--- config.mk ---
export PLATFORM = sky130hd
export DESIGN_NAME = ncc_controller
export DESIGN_NICKNAME = d
export VERILOG_FILES = /design/src/rtl/ncc_pkg.sv /design/src/rtl/ncc_decoder.sv /design/src/rtl/ncc_controller.sv
export SDC_FILE = /design/constraint.sdc
export NUM_CORES = 1
export LEC_CHECK = 0
export ABC_AREA = 1
export CAP_MARGIN = 20
export CORE_ASPECT_RATIO = 1.1
export CORE_MARGIN = 5
export CORE_UTILIZATION = 60
export CTS_BUF_LIST = sky130_fd_sc_hd__clkbuf_8
export DETAILED_ROUTE_END_ITERATION = 16
export GPL_ROUTABILITY_DRIVEN = 0
export PLACE_DENSITY = 0.86
export SLEW_MARGIN = 20
export SYNTH_ARGS = -nofsm -noshare
export SYNTH_HDL_FRONTEND = slang
export SYNTH_HIERARCHICAL = 1
export SYNTH_SLANG_ARGS = --single-unit
--- constraint.sdc ---
create_clock -name clk -period 3.6 [get_ports clk]
set_input_delay 0.54 -clock clk [delete_from_list [all_inputs] [get_ports clk]]
set_output_delay 0.54 -clock clk [all_outputs]
set_load 0.05 [all_outputs]
--- src/rtl/ncc_pkg.sv ---
// Shared types and sizing constants for the NCC grid controller.
package ncc_pkg;

  typedef enum logic [1:0] {
    IDLE       = 2'd0,
    DESC_LOAD  = 2'd1,
    WIN_STREAM = 2'd2,
    DONE       = 2'd3
  } ncc_ctrl_state_t;

  localparam int NCC_ROWS       = 16;
  localparam int NCC_COL_GROUPS = 4;
  localparam int NCC_DESC_WORDS = NCC_ROWS * NCC_COL_GROUPS;
  localparam int NCC_WIN_PIXELS = 640;
  localparam int NCC_FILL       = 16;

endpackage

--- src/rtl/ncc_decoder.sv ---
// Binary-to-one-hot decoder with an enable; output is all-zero when disabled.
module ncc_decoder #(
  parameter int N     = 16,
  parameter int SEL_W = (N > 1) ? $clog2(N) : 1
) (
  input  logic             en_i,
  input  logic [SEL_W-1:0] sel_i,
  output logic [N-1:0]     onehot_o
);

  // Drive exactly one bit when enabled, nothing otherwise.
  always_comb begin
    onehot_o = '0;
    if (en_i) onehot_o[sel_i] = 1'b1;
  end

endmodule

--- src/rtl/ncc_controller.sv ---
// Sequencer for the 16x16 NCC PE grid: descriptor load, window streaming,
// and valid/ready hand-off of each completed correlation column.
//
// state      | meaning
// IDLE       | waiting for start; all counters clear
// DESC_LOAD  | accepting packed descriptor words, one grid slot per word
// WIN_STREAM | stepping window pixels, presenting result columns
// DONE       | one-cycle done pulse, then back to IDLE
module ncc_controller
  import ncc_pkg::*;
#(
  parameter int NUM_ROWS   = NCC_ROWS,
  parameter int COL_GROUPS = NCC_COL_GROUPS,
  parameter int FILL       = NCC_FILL,
  parameter int WIN_PIXELS = NCC_WIN_PIXELS
) (
  input  logic                  clk,
  input  logic                  rst_n,
  input  logic                  start,
  input  logic                  reuse_desc,
  input  logic                  desc_valid,
  output logic                  desc_ready,
  output logic                  load_desc_now,
  output logic [NUM_ROWS-1:0]   desc_row_sel,
  output logic [COL_GROUPS-1:0] desc_col_sel,
  input  logic                  win_valid,
  output logic                  win_ready,
  output logic                  load_win_reg,
  output logic                  load_acc_sum_reg,
  output logic                  result_valid,
  input  logic                  result_ready,
  output logic                  busy,
  output logic                  done
);

  localparam int ROW_W  = $clog2(NUM_ROWS);
  localparam int COL_W  = $clog2(COL_GROUPS);
  localparam int DESC_W = ROW_W + COL_W;
  localparam int STEP_W = $clog2(WIN_PIXELS + 1);

  // Word counter wraps from all-ones to zero on the final descriptor word.
  localparam logic [DESC_W-1:0] DESC_LAST = '1;
  localparam logic [STEP_W-1:0] STEP_LAST = STEP_W'(WIN_PIXELS);
  // Step k (1-based) produces a result once k >= FILL, i.e. count_before >= FILL-1.
  localparam logic [STEP_W-1:0] FILL_M1   = STEP_W'(FILL - 1);
  // Index of the final result, counted from zero.
  localparam logic [STEP_W-1:0] RES_LAST  = STEP_W'(WIN_PIXELS - FILL);

  ncc_ctrl_state_t   state_q, state_d;
  logic [DESC_W-1:0] desc_cnt_q, desc_cnt_d;
  logic [STEP_W-1:0] step_cnt_q, step_cnt_d;
  logic [STEP_W-1:0] res_cnt_q, res_cnt_d;
  logic              res_valid_q, res_valid_d;
  logic              step;
  logic              res_accept;

  // State and counter registers.
  always_ff @(posedge clk or negedge rst_n) begin
    if (!rst_n) begin
      state_q     <= IDLE;
      desc_cnt_q  <= '0;
      step_cnt_q  <= '0;
      res_cnt_q   <= '0;
      res_valid_q <= 1'b0;
    end else begin
      state_q     <= state_d;
      desc_cnt_q  <= desc_cnt_d;
      step_cnt_q  <= step_cnt_d;
      res_cnt_q   <= res_cnt_d;
      res_valid_q <= res_valid_d;
    end
  end

  // Next-state, counter updates and handshake outputs.
  always_comb begin
    state_d       = state_q;
    desc_cnt_d    = desc_cnt_q;
    step_cnt_d    = step_cnt_q;
    res_cnt_d     = res_cnt_q;
    res_valid_d   = res_valid_q;
    desc_ready    = 1'b0;
    load_desc_now = 1'b0;
    win_ready     = 1'b0;
    step          = 1'b0;
    res_accept    = 1'b0;
    done          = 1'b0;

    case (state_q)
      IDLE: begin
        if (start) state_d = reuse_desc ? WIN_STREAM : DESC_LOAD;
      end

      DESC_LOAD: begin
        desc_ready    = 1'b1;
        load_desc_now = desc_valid;
        if (desc_valid) begin
          desc_cnt_d = desc_cnt_q + 1'b1;
          if (desc_cnt_q == DESC_LAST) state_d = WIN_STREAM;
        end
      end

      WIN_STREAM: begin
        // A result held under backpressure freezes the grid so accOut stays stable.
        win_ready  = (step_cnt_q != STEP_LAST) && !(res_valid_q && !result_ready);
        step       = win_valid && win_ready;
        res_accept = res_valid_q && result_ready;
        if (res_accept) begin
          res_valid_d = 1'b0;
          res_cnt_d   = res_cnt_q + 1'b1;
          if (res_cnt_q == RES_LAST) state_d = DONE;
        end
        // A step that completes a column re-arms valid even while one is accepted.
        if (step) begin
          step_cnt_d = step_cnt_q + 1'b1;
          if (step_cnt_q >= FILL_M1) res_valid_d = 1'b1;
        end
      end

      DONE: begin
        done        = 1'b1;
        state_d     = IDLE;
        desc_cnt_d  = '0;
        step_cnt_d  = '0;
        res_cnt_d   = '0;
        res_valid_d = 1'b0;
      end

      default: state_d = IDLE;
    endcase
  end

  assign load_win_reg     = step;
  assign load_acc_sum_reg = step;
  assign result_valid     = res_valid_q;
  assign busy             = (state_q != IDLE);

  ncc_decoder #(.N(NUM_ROWS)) u_row_dec (
    .en_i     (load_desc_now),
    .sel_i    (desc_cnt_q[DESC_W-1:COL_W]),
    .onehot_o (desc_row_sel)
  );

  ncc_decoder #(.N(COL_GROUPS)) u_col_dec (
    .en_i     (load_desc_now),
    .sel_i    (desc_cnt_q[COL_W-1:0]),
    .onehot_o (desc_col_sel)
  );

endmodule

==> impl_results.md <==
- H-tree levels: 2
- Placed wire-length estimate after detailed placement: between 3000 and 4000 microns
- First-pass GRT wire length: between 9000 and 10,000 microns
- Smallest setup slack after layout: 467 ps
- Area growth from synthesis to final layout: 20.6%
- Starting Density: about three fifths
- Die W: between 60 and 70 microns
- Transition time at the pin with the least slew margin: between 500 and 600 ps
- Leak Pwr: between 1 and 1.5 nW
- Post-synthesis instance total: roughly 320
- Total routing resource utilization after global routing: 24.2%
- Async set or reset register ratio after synthesis: between 90% and 100%
- Cell seen most often among critical-path stages: sky130_fd_sc_hd__inv_1
- Data arrival time at the worst-slack endpoint: 2590 ps
- Mean number of vias per cell: ~5.2
- Top cell type by total area after synthesis: sky130_fd_sc_hd__dfrtp_1
- Total power density per cell area: 615 nW/um^2
- Worst Reg2Reg Path Length in Cells: 5
- Mapped cell area: between 2000 and 2500 sq um
- Total length of routed wires: between 5000 and 6000 microns
- Worst setup SP type: flip-flop
- Maximum vdd ir drop: between 0.0004 and 0.0005 V
- PortBufs: 34
- Worst min-delay path startpoint: state_q[1]
- Root Driver: sky130_fd_sc_hd__clkbuf_8
- Row count: 23
- Vertical extent of the die: 73.1 microns
- Layout cells sized above 1: 8.89%
- Clock tree from TritonCTS: yes
- End of the critical path: desc_row_sel[0]
- Post-detailed-route wirelength per cell: between 10 and 15 microns
- Total nets after synthesis: 341
- Total count of hold-check failures in the final report: 0
- Number of vias in the routed layout: about 2,100
- Number of setup buffers added after CTS: 0
- Top cells by instance count after synthesis: sky130_fd_sc_hd__nand2_1 (83), sky130_fd_sc_hd__nor2_1 (58), sky130_fd_sc_hd__nand3_1 (34)
- Post-CTS Hold Fix Bufs: 0
- I/O pin cnt: 35
- First-iteration detailed-routing DRC count: ~150
- Capturing point of the worst reg2reg path: res_cnt_q[2]
- Clock tree sinks: 29
- Max Fanout on Critical Path: 9
- Run status: complete, no violations
- Filler Cell Count: 309
- ANT cells: 0
- Unrepaired setup endpoints after global routing: false
- Most used standard cell by instance count after synthesis: sky130_fd_sc_hd__nand2_1
- Max transition margin: 65.4%
- Reported max-cap violation count: 0
- Launching point of the worst reg2reg path: state_q[0]
- Data required time of the critical path: around 3100 ps
- Summed negative setup slack over all endpoints: 0 ps
- Crit path largest cell delay: a little over 800 ps
- Critical path startpoint: state_q[1]
- Vias in the first global route: ~2,100
- Max Clock Skew: 8.29 ps
- Crit path kind: reg -> out
- Slowest library cell on the worst path: sky130_fd_sc_hd__clkdlybuf4s50_1
- Number of buffers inserted during clock tree synthesis: 5
- Part of the cycle the worst path needs: approximately 87%
- Longest Clk Path Bufs: 2
- Setup slack after placement: roughly 560 ps
- Net total in the final layout: between 300 and 400
- Number of detailed-routing iterations run before antenna repair: 4
- Type of the most critical hold path: reg -> reg
- Critical Path, Cell by Cell: inv_1, ha_1, nand2_1, inv_1, nand3_1, nor2_1, clkdlybuf4s50_1
- Number of library cell types mapped by synthesis: 28
- Yosys warning total: 6
- Standard cell core area: ~3600 sq um
- PostCTS Resize Cnt: 0
- Post-route ant nets: 0
- Source-to-sink clock delay at the later pin of the worst-skew pair: approximately 290 ps
- Clk pin slew, worst setup/hold paths: roughly 60 ps
- Critical path capture point type: output port
- Count of flip-flops with a built-in enable after synthesis: 0
- Number of setup violations in the final report: 0
- Residual DRC: 0
- Fmax achieved: around 320 MHz
- Pin count of the biggest net entering global routing: 30
- Post-synthesis sequential area ratio: 33.4%
- Minimum period implied by the final worst setup slack: between 3000 and 4000 ps
- Final max-slew violation count: 0
- Synth Area per Inst: 6.71 sq um
- Reg-to-reg slack, setup: roughly 1700 ps
- Initial antenna violation count: 0
- Top_reg_cell synth: sky130_fd_sc_hd__dfrtp_1
- GR Overflow Total: 0
- Total of flip-flops plus latches after synthesis: 29
- Synth top area share: between 30 and 40%
- Biggest area contributors in the synthesized netlist: sky130_fd_sc_hd__dfrtp_1 (33%), sky130_fd_sc_hd__nand2_1 (14%), sky130_fd_sc_hd__nor2_1 (10%)
- Die area: between 4000 and 5000 sq um
-- state kept, by name (all words and copies together), names as in the netlist --
name	flops
result_valid	1
step_cnt_q	10
desc_cnt_q	6
res_cnt_q	10
state_q	2
-- worst min-delay path by stage --
stage / end / slack, ps / cells past startpoint
floorplan: desc_cnt_q[0] / 240 / 0
global placement: res_cnt_q[9] / 510 / 2
detailed placement: state_q[1] / 530 / 2
CTS: state_q[1] / 550 / 2
global route: state_q[1] / 580 / 2
finish: state_q[1] / 540 / 2
-- logic make-up after synthesis --
logic type,count (synthesis),share of synthesized area (%)
xor gates and xnor gates,8,3.22
AOI/OAI and AO/OA,23,6.27
adders and majority gates,10,5.75
buffers and inverters,50,9.67
DFF,29,33.4
and+or+nand+nor,204,41.7
-- report_power, final --
| part | switching [W] | total (W) | internal [W] |
|---|---|---|---|
| clock | 0.000134 | 0.000267 | 0.000133 |
| sequential | 0.000101 | 0.000502 | 0.000401 |
| combinational | 0.000586 | 0.000845 | 0.000259 |
-- cell type report --
type	count	area (sq um)	area share, %
multi-input combinational	245	1240	47.2
sequential	29	726	27.7
timing repair buffer	35	348	13.3
inverter	43	161	6.15
clock buffer	5	68.8	2.62
tap	50	62.6	2.39
clock inverter	3	17.5	0.668
-- layer usage --
| layer | track usage (%) | wire, microns |
|---|---|---|
| met3 | 4.62 | 143 |
| met4 | 10.1 | 76 |
| met1 | 28.7 | 2150 |
| met5 | 0 | 0 |
| met2 | 42.1 | 2670 |
-- through the flow --
stage / util, % / cell area [sq um] / hold slack [ps] / cells / power [W]
after floorplan: - / 2170 / 244 / 324 / 0.00115
after global placement: 71.1 / 2540 / 510 / 402 / 0.00132
after detailed placement: 71.1 / 2540 / 534 / 402 / 0.00136
after CTS: 73.5 / 2620 / 548 / 410 / 0.00163
after global routing: 73.5 / 2620 / 584 / 410 / 0.00175
final: 73.5 / 2620 / 539 / 410 / 0.00161
-- critical path, delay by kind of cell, from the launching register on --
family,cells,cell delay (ps)
buf+inv,3,1170
flops,1,410
simple gates,3,450
fa+ha+maj,1,270
-- cells in the final DEF, fill, tap and decap left out --
cell type	count
sky130_fd_sc_hd__nand2_1	83
sky130_fd_sc_hd__nor2_1	58
sky130_fd_sc_hd__nand3_1	34
sky130_fd_sc_hd__clkdlybuf4s50_1	34
sky130_fd_sc_hd__inv_1	32
sky130_fd_sc_hd__dfrtp_1	29
sky130_fd_sc_hd__nand4_1	13
sky130_fd_sc_hd__inv_2	11
sky130_fd_sc_hd__ha_1	10
sky130_fd_sc_hd__a21oi_1	7
sky130_fd_sc_hd__o21ai_1	7
sky130_fd_sc_hd__xor2_1	6
sky130_fd_sc_hd__nor2_2	5
sky130_fd_sc_hd__clkbuf_8	5
sky130_fd_sc_hd__nor3_1	4
sky130_fd_sc_hd__o21ai_0	4
sky130_fd_sc_hd__nor2_4	2
sky130_fd_sc_hd__nand2_2	2
sky130_fd_sc_hd__xnor2_1	2
sky130_fd_sc_hd__o21bai_1	2
sky130_fd_sc_hd__clkinv_2	2
sky130_fd_sc_hd__nand2_4	1
sky130_fd_sc_hd__nand4_4	1
sky130_fd_sc_hd__o21ai_4	1
sky130_fd_sc_hd__a21o_1	1
sky130_fd_sc_hd__nand3b_1	1
sky130_fd_sc_hd__o31ai_1	1
sky130_fd_sc_hd__clkinvlp_4	1
sky130_fd_sc_hd__buf_4	1
(Power assumes the default switching activity.)
